File: config.mk
export PLATFORM = sky130hd
export DESIGN_NAME = share_decoder_flat
export DESIGN_NICKNAME = d
export VERILOG_FILES = /design/src/rtl/share_decoder_pkg.sv /design/src/rtl/share_decoder_if.sv /design/src/rtl/share_decoder_pipe_stage.sv /design/src/rtl/share_decoder.sv /design/src/flat_wrapper.sv
export SDC_FILE = /design/constraint.sdc
export NUM_CORES = 1
export LEC_CHECK = 0
export CAP_MARGIN = 20
export CORE_ASPECT_RATIO = 0.8
export CORE_MARGIN = 2
export CORE_UTILIZATION = 53
export CTS_CLUSTER_SIZE = 40
export DETAILED_ROUTE_END_ITERATION = 10
export GPL_TIMING_DRIVEN = 0
export HOLD_SLACK_MARGIN = 0.05
export PLACE_DENSITY_LB_ADDON = 0.12
export SLEW_MARGIN = 10
export SYNTH_ARGS = -nofsm -noshare
export SYNTH_HDL_FRONTEND = slang
export SYNTH_SLANG_ARGS = --single-unit
export TNS_END_PERCENT = 100
File: constraint.sdc
create_clock -name clk -period 2.3 [get_ports clk]
set_input_delay 0.46 -clock clk [delete_from_list [all_inputs] [get_ports clk]]
set_output_delay 0.46 -clock clk [all_outputs]
set_load 0.05 [all_outputs]
File: src/rtl/share_decoder_pkg.sv
// share_decoder_pkg: share-count, default widths and handshake helper for the 2-share unmasking path
package share_decoder_pkg;
  localparam int NSHARES = 2;
  localparam int DEF_WIDTH = 8;
  localparam int DEF_CNT_W = 16;
  typedef logic [NSHARES-1:0][DEF_WIDTH-1:0] share_vec_t;
  function automatic logic fire(input logic valid, input logic ready);
    return valid & ready;
  endfunction
endpackage

File: src/rtl/share_decoder_if.sv
// share_decoder_if: masked-share input and plain-word output valid/ready channels
interface share_decoder_if #(parameter int WIDTH = share_decoder_pkg::DEF_WIDTH);
  logic in_valid, in_ready, out_valid, out_ready;
  logic [WIDTH-1:0] in_s0, in_s1, out_data;
  modport master (output in_valid, in_s0, in_s1, out_ready, input in_ready, out_valid, out_data);
  modport slave (input in_valid, in_s0, in_s1, out_ready, output in_ready, out_valid, out_data);
endinterface

File: src/rtl/share_decoder_pipe_stage.sv
// share_pipe_stage: one-entry valid/ready register stage with synchronous flush
module share_pipe_stage
  import share_decoder_pkg::*;
#(
  parameter int W = 8
) (
  input  logic         clk,
  input  logic         rst_n,
  input  logic         flush_i,
  input  logic         valid_i,
  input  logic [W-1:0] data_i,
  output logic         ready_o,
  output logic         valid_o,
  input  logic         ready_i,
  output logic [W-1:0] data_o,
  output logic         adv_o
);
  logic v_q, v_d, take;
  logic [W-1:0] data_q, data_d;
  always_comb begin
    ready_o = ~v_q | ready_i;
    take = fire(valid_i, ready_o);
    adv_o = fire(v_q, ready_i);
    v_d = flush_i ? 1'b0 : take ? 1'b1 : adv_o ? 1'b0 : v_q;
    data_d = flush_i ? '0 : take ? data_i : data_q;
  end
  always_ff @(posedge clk or negedge rst_n) begin
    if (!rst_n) begin
      v_q <= 1'b0;
      data_q <= '0;
    end else begin
      v_q <= v_d;
      data_q <= data_d;
    end
  end
  assign valid_o = v_q;
  assign data_o = data_q;
endmodule

File: src/rtl/share_decoder.sv
// share_decoder: registers both shares apart, then recombines them into the plain word
module share_decoder
  import share_decoder_pkg::*;
#(
  parameter int WIDTH = DEF_WIDTH,
  parameter int CNT_W = DEF_CNT_W
) (
  input  logic               clk,
  input  logic               rst_n,
  input  logic               zeroize,
  share_decoder_if.slave     bus,
  output logic [CNT_W-1:0]   word_cnt
);
  logic [NSHARES-1:0][WIDTH-1:0] shares_in, shares_r;
  logic [WIDTH-1:0] plain;
  logic v1, s1_rdy, s2_rdy, deliver, in_go;
  logic [CNT_W-1:0] cnt_q, cnt_d;
  assign shares_in = {bus.in_s1, bus.in_s0};
  assign in_go = rst_n & ~zeroize;
  assign bus.in_ready = in_go & s1_rdy;
  // shares only meet here, after both have settled in separate flops
  assign plain = shares_r[0] ^ shares_r[1];
  share_pipe_stage #(.W(NSHARES*WIDTH)) u_stage1 (
    .clk(clk), .rst_n(rst_n), .flush_i(zeroize),
    .valid_i(bus.in_valid & in_go), .data_i(shares_in), .ready_o(s1_rdy),
    .valid_o(v1), .ready_i(s2_rdy), .data_o(shares_r), .adv_o()
  );
  share_pipe_stage #(.W(WIDTH)) u_stage2 (
    .clk(clk), .rst_n(rst_n), .flush_i(zeroize),
    .valid_i(v1), .data_i(plain), .ready_o(s2_rdy),
    .valid_o(bus.out_valid), .ready_i(bus.out_ready), .data_o(bus.out_data), .adv_o(deliver)
  );
  assign cnt_d = cnt_q + CNT_W'(deliver);
  always_ff @(posedge clk or negedge rst_n) begin
    if (!rst_n) cnt_q <= '0;
    else cnt_q <= cnt_d;
  end
  assign word_cnt = cnt_q;
endmodule

File: src/flat_wrapper.sv
// flat-port wrapper written by rule: the top's interface ports become plain ports
module share_decoder_flat import share_decoder_pkg::*;
#(
  parameter int WIDTH = DEF_WIDTH,
  parameter int CNT_W = DEF_CNT_W
)
  (clk, rst_n, zeroize, word_cnt, bus_in_valid, bus_in_s0, bus_in_s1, bus_out_ready, bus_in_ready, bus_out_valid, bus_out_data);
  share_decoder_if #(.WIDTH(WIDTH)) bus_i ();
  input  logic clk;
  input  logic rst_n;
  input  logic zeroize;
  output logic [CNT_W-1:0] word_cnt;
  input wire logic [$bits(bus_i.in_valid)-1:0] bus_in_valid;
  input wire logic [$bits(bus_i.in_s0)-1:0] bus_in_s0;
  input wire logic [$bits(bus_i.in_s1)-1:0] bus_in_s1;
  input wire logic [$bits(bus_i.out_ready)-1:0] bus_out_ready;
  output wire logic [$bits(bus_i.in_ready)-1:0] bus_in_ready;
  output wire logic [$bits(bus_i.out_valid)-1:0] bus_out_valid;
  output wire logic [$bits(bus_i.out_data)-1:0] bus_out_data;
  assign bus_i.in_valid = bus_in_valid;
  assign bus_i.in_s0 = bus_in_s0;
  assign bus_i.in_s1 = bus_in_s1;
  assign bus_i.out_ready = bus_out_ready;
  assign bus_in_ready = bus_i.in_ready;
  assign bus_out_valid = bus_i.out_valid;
  assign bus_out_data = bus_i.out_data;
  share_decoder #(.WIDTH(WIDTH), .CNT_W(CNT_W)) u_core (.clk(clk), .rst_n(rst_n), .zeroize(zeroize), .bus(bus_i), .word_cnt(word_cnt));
endmodule
==> Yosys cells after proc, flatten, opt, wreduce, memory -nomap -nowiden <==
Cells that the tools add are included.
{ "word_totals": {"inputBits": 21, "register_bits": 42} }
{ "classes": {"n_bitwise": 12, "reduce_logical": 4, "add_sub_neg": 1, "n_mux": 10} }
{ "op_table": {"columns": ["operator", "count"], "rows": [
  ["2-to-1 mux 16 bit", 2],
  ["adder 16 x 1 -> 16 bit", 1],
  ["2-to-1 mux 8 bit", 2],
  ["XOR 8 bit", 1],
  ["AND 1 bit", 6],
  ["2-to-1 mux 1 bit", 6],
  ["nonzero test 3 bit", 2],
  ["nonzero test 2 bit", 2],
  ["inverter 1 bit", 3],
  ["bitwise OR 1 bit", 2]
]} }

==> Logic depth before layout (Yosys ltp) <==
Gate-level depths: netlist (run 1).
{ "logic_depth": {"depth_word": 6, "ltp_mapped": 6, "depth_no_buf": 6} }

==> Cells and area by module <==
From an unflattened synthesis (run 1), not the netlist that was laid out.
{ "unflattened": {"cells_unflattened": 191, "hier_area_um2": 2229.6} }
{ "modules_own_cells": {"columns": ["module", "area_per_inst_um2", "instances", "cells_each"], "rows": [
  ["share_pipe_stage at u_core.u_stage1", 885.8, 1, 79],
  ["share_decoder", 800.8, 1, 70],
  ["share_pipe_stage at u_core.u_stage2", 543.0, 1, 42]
]} }

==> Worst setup path before layout (run 1) <==
Ideal clock, no wire load.
{ "synth_timing": {"path_kind": "register -> output", "start": "register u_core.u_stage2.v_q, in the netlist u_core.u_stage2.valid_o", "end": "output bus_in_ready", "path_stages_with_launch": 3, "path_buffers": 0, "setup_slack_ns": -0.171, "t_arrival_ns": 2.011, "path_cell_list": "dfrtp_1 -> and3b_4 -> nor3b_1"} }
{ "synth_between": {"elab_chain_len": 4} }
{ "synth_rtl": {"columns": ["item", "line_no", "source"], "rows": [
  ["start: declaration", "share_decoder_pipe_stage.sv:18", "logic v_q, v_d, take;"],
  ["start signal: assignment", "share_decoder_pipe_stage.sv:32", "v_q <= v_d;"],
  ["inverter 1 bit", "share_decoder_pipe_stage.sv:21", "ready_o = ~v_q | ready_i;"],
  ["bitwise OR 1 bit (2 in series)", "share_decoder_pipe_stage.sv:21", null],
  ["AND 1 bit", "share_decoder.sv:20", "assign bus.in_ready = in_go & s1_rdy;"],
  ["end: declaration", "flat_wrapper.sv:17", "output wire logic [$bits(bus_i.in_ready)-1:0] bus_in_ready;"]
]} }
Every way passes these cells.

==> Worst setup path after layout (run 1) <==
{ "layout_timing": {"start": "input zeroize", "end": "output bus_in_ready"} }
{ "layout_between": {"elab_chain_len": 3} }
{ "layout_rtl": {"columns": ["item", "line_no", "source"], "rows": [
  ["start: declaration", "flat_wrapper.sv:11", "input logic zeroize;"],
  ["inverter 1 bit", "share_decoder.sv:19", "assign in_go = rst_n & ~zeroize;"],
  ["AND 1 bit", "share_decoder.sv:19", null],
  ["AND 1 bit", "share_decoder.sv:20", null]
]} }
Every way passes these cells.

==> results.rst, run 1 <==
.. list-table::
   :header-rows: 1

   * - Metric
     - Value
   * - Top delay family on crit path
     - buffers and inverters
   * - Share of the synthesized area in compound gates (AO/OA/AOI/OAI)
     - about 4.1%
   * - Required time at the endpoint of the critical path
     - 1.84 ns
   * - Wire per inst
     - ~16 um
   * - Type of the most critical hold path
     - input port to async pin
   * - XOR/XNOR Fraction of Synth Area
     - 9.92%
   * - Highest-delay cell along the critical path
     - sky130_fd_sc_hd__clkdlybuf4s50_1
   * - Overflow left after global routing
     - 0
   * - Max-slew headroom
     - 51.7%
   * - Share of flip-flops with an asynchronous set or reset after synthesis
     - 100%
   * - Data arrival time of the worst path
     - 1.65 ns
   * - First-pass GRT wire length
     - 6460 um
   * - Clock Sink Count
     - 42
   * - Net switching power
     - ~490 uW
   * - Net total in the final layout
     - between 200 and 250
   * - Total power after layout
     - 1.62 mW
   * - Post-synthesis share of cell area spent on and, or, nand and nor gates
     - 16.5%
   * - DRC Markers
     - 0
   * - Core region area
     - 0.00347 sq mm
   * - Transition time at the pin with the least slew margin
     - 0.725 ns
   * - Final HPWL from detailed placement
     - 2820 um
   * - Register area
     - about 0.0011 sq mm
   * - Sum Neg Setup Slack
     - 0 ns
   * - Multi-input gate area in the final layout
     - 853 sq um
   * - Commonest non-fill, non-tap cell in the layout
     - sky130_fd_sc_hd__clkdlybuf4s50_1
   * - Synth unique cells
     - 29
   * - Internal cell power
     - approximately 1.1 mW
   * - Number of buffers created by CTS
     - 5
   * - Endpoint kind of the worst setup timing path
     - output port
   * - Count of endpoints failing setup in the final report
     - 0
   * - ANT nets after route
     - 0
   * - Peak ir drop on the vdd network
     - 0.354 mV
   * - Comb pwr share
     - 21.7%
   * - Critical path class
     - input port to output port
   * - Cells after synthesis
     - 150
   * - Count of standard-cell rows
     - 19
   * - Fin worst setup slack
     - between 0.15 and 0.2 ns
   * - Y dimension of the die
     - 58.1 um
   * - Dominant combinational cell family by area after synthesis
     - simple AND/OR/NAND/NOR gates
   * - Iteration-0 DRC Markers
     - between 70 and 80
   * - Ant. Diodes
     - 0
   * - Ratio of final minimum period to clock period
     - 91.6%
   * - Leakage
     - 1.22 nW
   * - Initial core utilization
     - 55.9%
   * - Power density normalized to cell area
     - around 640 mW/mm^2
   * - Fillers
     - ~220
   * - Portion of synthesized cell area occupied by the leading cell type
     - 54.1%
   * - Adder-cell area share of the yosys netlist
     - roughly 1.9%
   * - Antenna violations before repair
     - 0
   * - Count of input and output buffers
     - 46
   * - Fraction of power consumed by the clock network
     - 27.5%
   * - TritonCTS clock tree
     - built
   * - Library cell with the largest summed area after synthesis
     - sky130_fd_sc_hd__dfrtp_1
   * - Fin. max-slew vios
     - 0
   * - Largest net degree at the start of global routing
     - 26
   * - Fraction of final layout cells with drive strength greater than 1
     - around 16%
   * - Io pins
     - 47
   * - Post-synthesis sequential area ratio
     - between 50% and 60%
   * - Buf/Inv on CP
     - 3
   * - Area growth from synthesis to layout
     - 31.6%
   * - Average cell area after synthesis
     - 12.9 sq um
   * - Max-capacitance violation count
     - 0
   * - Via count of the first global-routing pass
     - roughly 1.3k
   * - Total number of yosys warnings
     - 0
   * - Multiplexer area fraction after synthesis
     - 11.2%
   * - Clock buffer depth
     - 2
   * - Post-CTS Hold Fix Bufs
     - 0
   * - Commonest cells after routing, fill and taps aside
     - sky130_fd_sc_hd__clkdlybuf4s50_1 (44), sky130_fd_sc_hd__dfrtp_1 (42), sky130_fd_sc_hd__xor2_1 (16)
   * - Peak fanout along the critical path
     - 10
   * - Via count of the routed design
     - between 1k and 1.5k
   * - Post-synthesis cell area
     - 0.00194 sq mm
   * - Post-CTS clock slew at the launch and capture registers of the worst setup and hold paths
     - ~0.07 ns
   * - Startpoint type of the worst setup path
     - input port
   * - Synthesized netlist net count
     - 174
   * - Sequence of cells on the critical path
     - clkdlybuf4s50_1, buf_4, nor3b_2, buf_2
   * - RD Place Congestion
     - 0.751
   * - Hold Vio Cnt, Final
     - 0
   * - Routed via count divided by cell count
     - 5.40
   * - Number of flops mapped to enable cells by yosys
     - 0
   * - Fin Clk Skew
     - 0.00874 ns
   * - Die width
     - 71.7 um
   * - Ys flop type
     - sky130_fd_sc_hd__dfrtp_1
   * - Worst setup slack before clock tree synthesis
     - -0.346 ns
   * - Yosys reg bits
     - 42
   * - Outcome
     - finished, final reports clean
   * - Maximum achievable frequency
     - 474 MHz
   * - Worst hold slack across all endpoints
     - 0.0795 ns
   * - RSZ-0062 raised after global routing
     - no
   * - Slowest cell delay on critical path
     - roughly 0.50 ns
   * - Sequential Power Share
     - 50.8%
   * - Final critical-path required period
     - 2.11 ns
   * - Area contributors post-synth
     - sky130_fd_sc_hd__dfrtp_1 (54%), sky130_fd_sc_hd__mux2_4 (7.7%), sky130_fd_sc_hd__xor2_1 (7.2%)
   * - Detailed Routing Iterations Pass 1
     - 4
   * - DIE AREA
     - ~0.0042 sq mm
   * - Total global-route track usage
     - 21.0%
   * - Clock latency reported for the late side of the worst-skew pair
     - 0.30 ns
   * - Switch share
     - 30.0%
   * - Final routed wirelength across all metal layers
     - 3920 um
   * - Buffer type at the clock tree root
     - sky130_fd_sc_hd__clkbuf_8
   * - Number of H-tree branching levels
     - 2
-- registers in the layout, summed over array words and instances (netlist names) --
name,count
u_core.u_stage1.data_o,16
u_core.word_cnt,16
u_core.u_stage2.data_o,8
u_core.u_stage1.valid_o,1
u_core.u_stage2.valid_o,1
-- cell usage after synthesis, drive strengths merged, types with 3 or more instances --
| library cell | number |
|---|---|
| a22o | 8 |
| dfrtp | 42 |
| ha | 3 |
| mux2 | 16 |
| nand2 | 3 |
| nand3 | 7 |
| nand4 | 4 |
| nor2 | 5 |
| nor2b | 15 |
| nor3 | 5 |
| nor4 | 3 |
| xnor2 | 6 |
| xor2 | 16 |
-- path summary, 6_finish.rpt --
check                                             start                       to  slack (ns)  cells past startpoint
min in group clk                    u_core.word_cnt[15]      u_core.word_cnt[15]        0.47                      1
worst max-delay path                            zeroize             bus_in_ready        0.19                      4
worst min-delay path                              rst_n      u_core.word_cnt[11]        0.08                      1
worst min register to register      u_core.word_cnt[15]      u_core.word_cnt[15]        0.47                      1
max in group asynchronous                         rst_n  u_core.u_stage2.valid_o        1.80                      2
worst max register to register  u_core.u_stage2.valid_o      u_core.word_cnt[14]        0.56                      6
-- final cells by class --
| type | instances | area share, % |
|---|---|---|
| clock buffers | 7 | 2.99 |
| plain buffers | 4 | 1.37 |
| multi-input cells | 102 | 33.4 |
| well taps | 42 | 2.06 |
| repair buffers | 47 | 18.8 |
| flip-flops and latches | 42 | 41.1 |
| inverters | 2 | 0.294 |
-- per-layer routing --
| layer | vias up | GRT usage, % | share of wire (%) |
|---|---|---|---|
| li1 | 622 | - | - |
| met1 | 659 | 29.3 | 46 |
| met2 | 40 | 31.6 | 47 |
| met3 | 7 | 7.13 | 5.5 |
| met4 | 0 | 6.20 | 1.1 |
| met5 | - | 0 | 0 |
-- what timing repair did --
action | 4_1_cts | 5_1_grt
resized for setup | 3 | 3
endpoints found under the setup margin | 1 | 1
buffers inserted | 0 | 0
cloned | 0 | 0
-- through the flow --
| stage | cell area [sq um] | utilization, % | std cells |
|---|---|---|---|
| after CTS | 2560 | 73.8 | 246 |
| after detailed placement | 2480 | 71.5 | 239 |
| after global placement | 2460 | 70.9 | 238 |
| after global routing | 2560 | 73.6 | 246 |
| after floorplan | 1950 | - | 150 |
| final | 2560 | 73.6 | 246 |
-- kinds of logic (layout without fill, tap and decap cells) --
logic type / Yosys count / after routing
mux: 16 / 16
compound gates: 10 / 10
buf+inv: 6 / 60
simple gates: 51 / 51
xor+xnor: 22 / 22
flops: 42 / 42
fa+ha+maj: 3 / 3
-- power groups by stage --
stage / sequential, mW / clock, mW / combinational, mW
floorplan: 0.946 / 0 / 0.0984
global placement: 0.836 / 0 / 0.341
detailed placement: 0.840 / 0 / 0.355
CTS: 0.826 / 0.452 / 0.356
global route: 0.834 / 0.494 / 0.374
finish: 0.826 / 0.446 / 0.353
(Power assumes the default switching activity.)
==> inputs of run 2 (changes only) <==
CORE_UTILIZATION = 51   (was 53)
CTS_BUF_LIST = sky130_fd_sc_hd__clkbuf_16   (was default)
REMOVE_ABC_BUFFERS = 1   (was default)
==> results.rst, run 2 (synthesized netlist as in run 1, its figures left out) <==
.. list-table::
   :header-rows: 1

   * - Metric
     - Value
   * - Outcome
     - finished, final reports clean
   * - Peak fanout along the critical path
     - 4 (-6)
   * - Startpoint type of the worst setup path
     - input port
   * - Iteration-0 DRC Markers
     - 125 (+58%)
   * - Fraction of final layout cells with drive strength greater than 1
     - 15.8% (-0.33 points)
   * - DIE AREA
     - 0.00432 sq mm (+3.7%)
   * - Max-slew headroom
     - 43.3% (-8.3 points)
   * - Count of endpoints failing setup in the final report
     - 0 (unchanged)
   * - Hold Vio Cnt, Final
     - 0 (unchanged)
   * - Wire per inst
     - 15.5 um (-2.5%)
   * - Initial core utilization
     - 52.1% (-3.9 points)
   * - Count of input and output buffers
     - 46 (unchanged)
   * - Fin. max-slew vios
     - 0 (unchanged)
   * - Peak ir drop on the vdd network
     - 0.535 mV (+51%)
   * - Critical path class
     - input port to output port
   * - Y dimension of the die
     - 59.2 um (+1.8%)
   * - Number of buffers created by CTS
     - 5 (unchanged)
   * - Final HPWL from detailed placement
     - 2620 um (-6.9%)
   * - Commonest cells after routing, fill and taps aside
     - sky130_fd_sc_hd__clkdlybuf4s50_1 (43), sky130_fd_sc_hd__dfrtp_1 (42), sky130_fd_sc_hd__xor2_1 (16)
   * - Worst hold slack across all endpoints
     - 0.101 ns (+0.0218 ns)
   * - Count of standard-cell rows
     - 20 (+1)
   * - Final routed wirelength across all metal layers
     - 3820 um (-2.5%)
   * - Antenna violations before repair
     - 0 (unchanged)
   * - Core region area
     - 0.00373 sq mm (+7.4%)
   * - Final critical-path required period
     - 2.15 ns (+0.0443 ns)
   * - Total global-route track usage
     - 20.1% (-0.96 points)
   * - Via count of the routed design
     - 1308 (-1.5%)
   * - First-pass GRT wire length
     - 6380 um (-1.2%)
   * - Max-capacitance violation count
     - 0 (unchanged)
   * - Detailed Routing Iterations Pass 1
     - 4 (unchanged)
   * - Die width
     - 73.0 um (+1.8%)
   * - RSZ-0062 raised after global routing
     - no
   * - Commonest non-fill, non-tap cell in the layout
     - sky130_fd_sc_hd__clkdlybuf4s50_1
   * - Buffer type at the clock tree root
     - sky130_fd_sc_hd__clkbuf_16
   * - Transition time at the pin with the least slew margin
     - 0.850 ns (+0.125 ns)
   * - Data arrival time of the worst path
     - 1.69 ns (+0.04 ns)
   * - Fin Clk Skew
     - 0.00475 ns (-0.00399 ns)
   * - Ratio of final minimum period to clock period
     - 93.6% (+1.9 points)
   * - Net total in the final layout
     - 226 (-0.88%)
   * - Worst setup slack before clock tree synthesis
     - -0.750 ns (-0.404 ns)
   * - Fin worst setup slack
     - 0.148 ns (-0.0443 ns)
   * - Clock buffer depth
     - 2 (unchanged)
   * - Number of H-tree branching levels
     - 2 (unchanged)
   * - TritonCTS clock tree
     - built
   * - Type of the most critical hold path
     - input port to async pin
   * - Maximum achievable frequency
     - 465 MHz (-2.1%)
   * - Via count of the first global-routing pass
     - 1323 (+3.0%)
   * - Routed via count divided by cell count
     - 5.32 (-1.5%)
   * - Endpoint kind of the worst setup timing path
     - output port
   * - Ant. Diodes
     - 0 (unchanged)
   * - RD Place Congestion
     - 0.744 (-0.89%)
   * - Area growth from synthesis to layout
     - 34.0%
   * - Overflow left after global routing
     - 0 (unchanged)
   * - Clock latency reported for the late side of the worst-skew pair
     - 0.28 ns (-0.02 ns)
   * - Post-CTS clock slew at the launch and capture registers of the worst setup and hold paths
     - 0.06 ns (about the same)
   * - DRC Markers
     - 0 (unchanged)
   * - Largest net degree at the start of global routing
     - 26 (unchanged)
   * - Power density normalized to cell area
     - 699 mW/mm^2 (+10%)
   * - Io pins
     - 47 (unchanged)
   * - ANT nets after route
     - 0 (unchanged)
   * - Fillers
     - 238 (+7.2%)
   * - Clock Sink Count
     - 42 (unchanged)
   * - Leakage
     - 1.26 nW (+2.6%)
   * - Required time at the endpoint of the critical path
     - 1.84 ns (about the same)
## run 2: per-layer routing
layer | up-vias | wire length, um | global-route usage [%] | share of wire (%)
li1 | 628 | - | - | -
met1 | 627 | 1780 | 27.8 | 47
met2 | 42 | 1770 | 29.2 | 46
met3 | 11 | 174 | 5.78 | 4.6
met4 | 0 | 97 | 9.52 | 2.5
met5 | - | 0 | 0 | 0
## run 2: area by class of cell
class	count	area, sq um	share of cell area, %
clock buffer	5	125	4.81
clock inverter	2	7.51	0.289
inverter	2	7.51	0.289
multi-input combinational	102	848	32.6
sequential	42	1050	40.4
tap	44	55.1	2.12
timing repair buffer	49	507	19.5
## run 2: metrics by stage
step / TNS (ns) / total power, mW / std cells / cell area (sq um) / utilization [%]
finish: 0 / 1.82 / 246 / 2600 / 69.8
global route: 0 / 1.90 / 246 / 2600 / 69.8
CTS: 0 / 1.84 / 246 / 2610 / 69.9
detailed placement: -11.11 / 1.18 / 237 / 2440 / 65.6
global placement: -39.48 / 1.17 / 236 / 2420 / 65.0
floorplan: -0.171 / 1.03 / 146 / 1910 / -
## run 2: repair_timing
| item | CTS | global route |
|---|---|---|
| pin swaps | 1 | 0 |
| hold buffers | 0 | 0 |
| endpoints found under the setup margin | 17 | 1 |
| resized for setup | 5 | 3 |
| buffers inserted | 2 | 0 |
| hold endpoints to repair | 0 | 0 |
## run 2: critical path, cell delays in order
cell,delay [ns]
sky130_fd_sc_hd__clkdlybuf4s50_1,0.51
sky130_fd_sc_hd__and3b_4,0.23
sky130_fd_sc_hd__nor3b_1,0.19
sky130_fd_sc_hd__buf_2,0.30
## run 2: power breakdown
| part | internal [mW] | switching, mW |
|---|---|---|
| sequential | 0.787 | 0.0601 |
| clock | 0.388 | 0.260 |
| combinational | 0.136 | 0.189 |
| total | 1.31 | 0.509 |
## run 2: worst paths after layout
| kind | startpoint | slack (ns) | depth (start not counted) | to |
|---|---|---|---|---|
| worst max-delay path | bus_out_ready | 0.15 | 4 | bus_in_ready |
| worst min-delay path | rst_n | 0.10 | 1 | u_core.word_cnt[15] |
| worst max register to register | u_core.u_stage2.valid_o | 0.55 | 6 | u_core.word_cnt[14] |
| worst min register to register | u_core.word_cnt[15] | 0.46 | 1 | u_core.word_cnt[15] |
| max in group asynchronous | rst_n | 1.77 | 2 | u_core.word_cnt[2] |
| min in group clk | u_core.word_cnt[15] | 0.46 | 1 | u_core.word_cnt[15] |
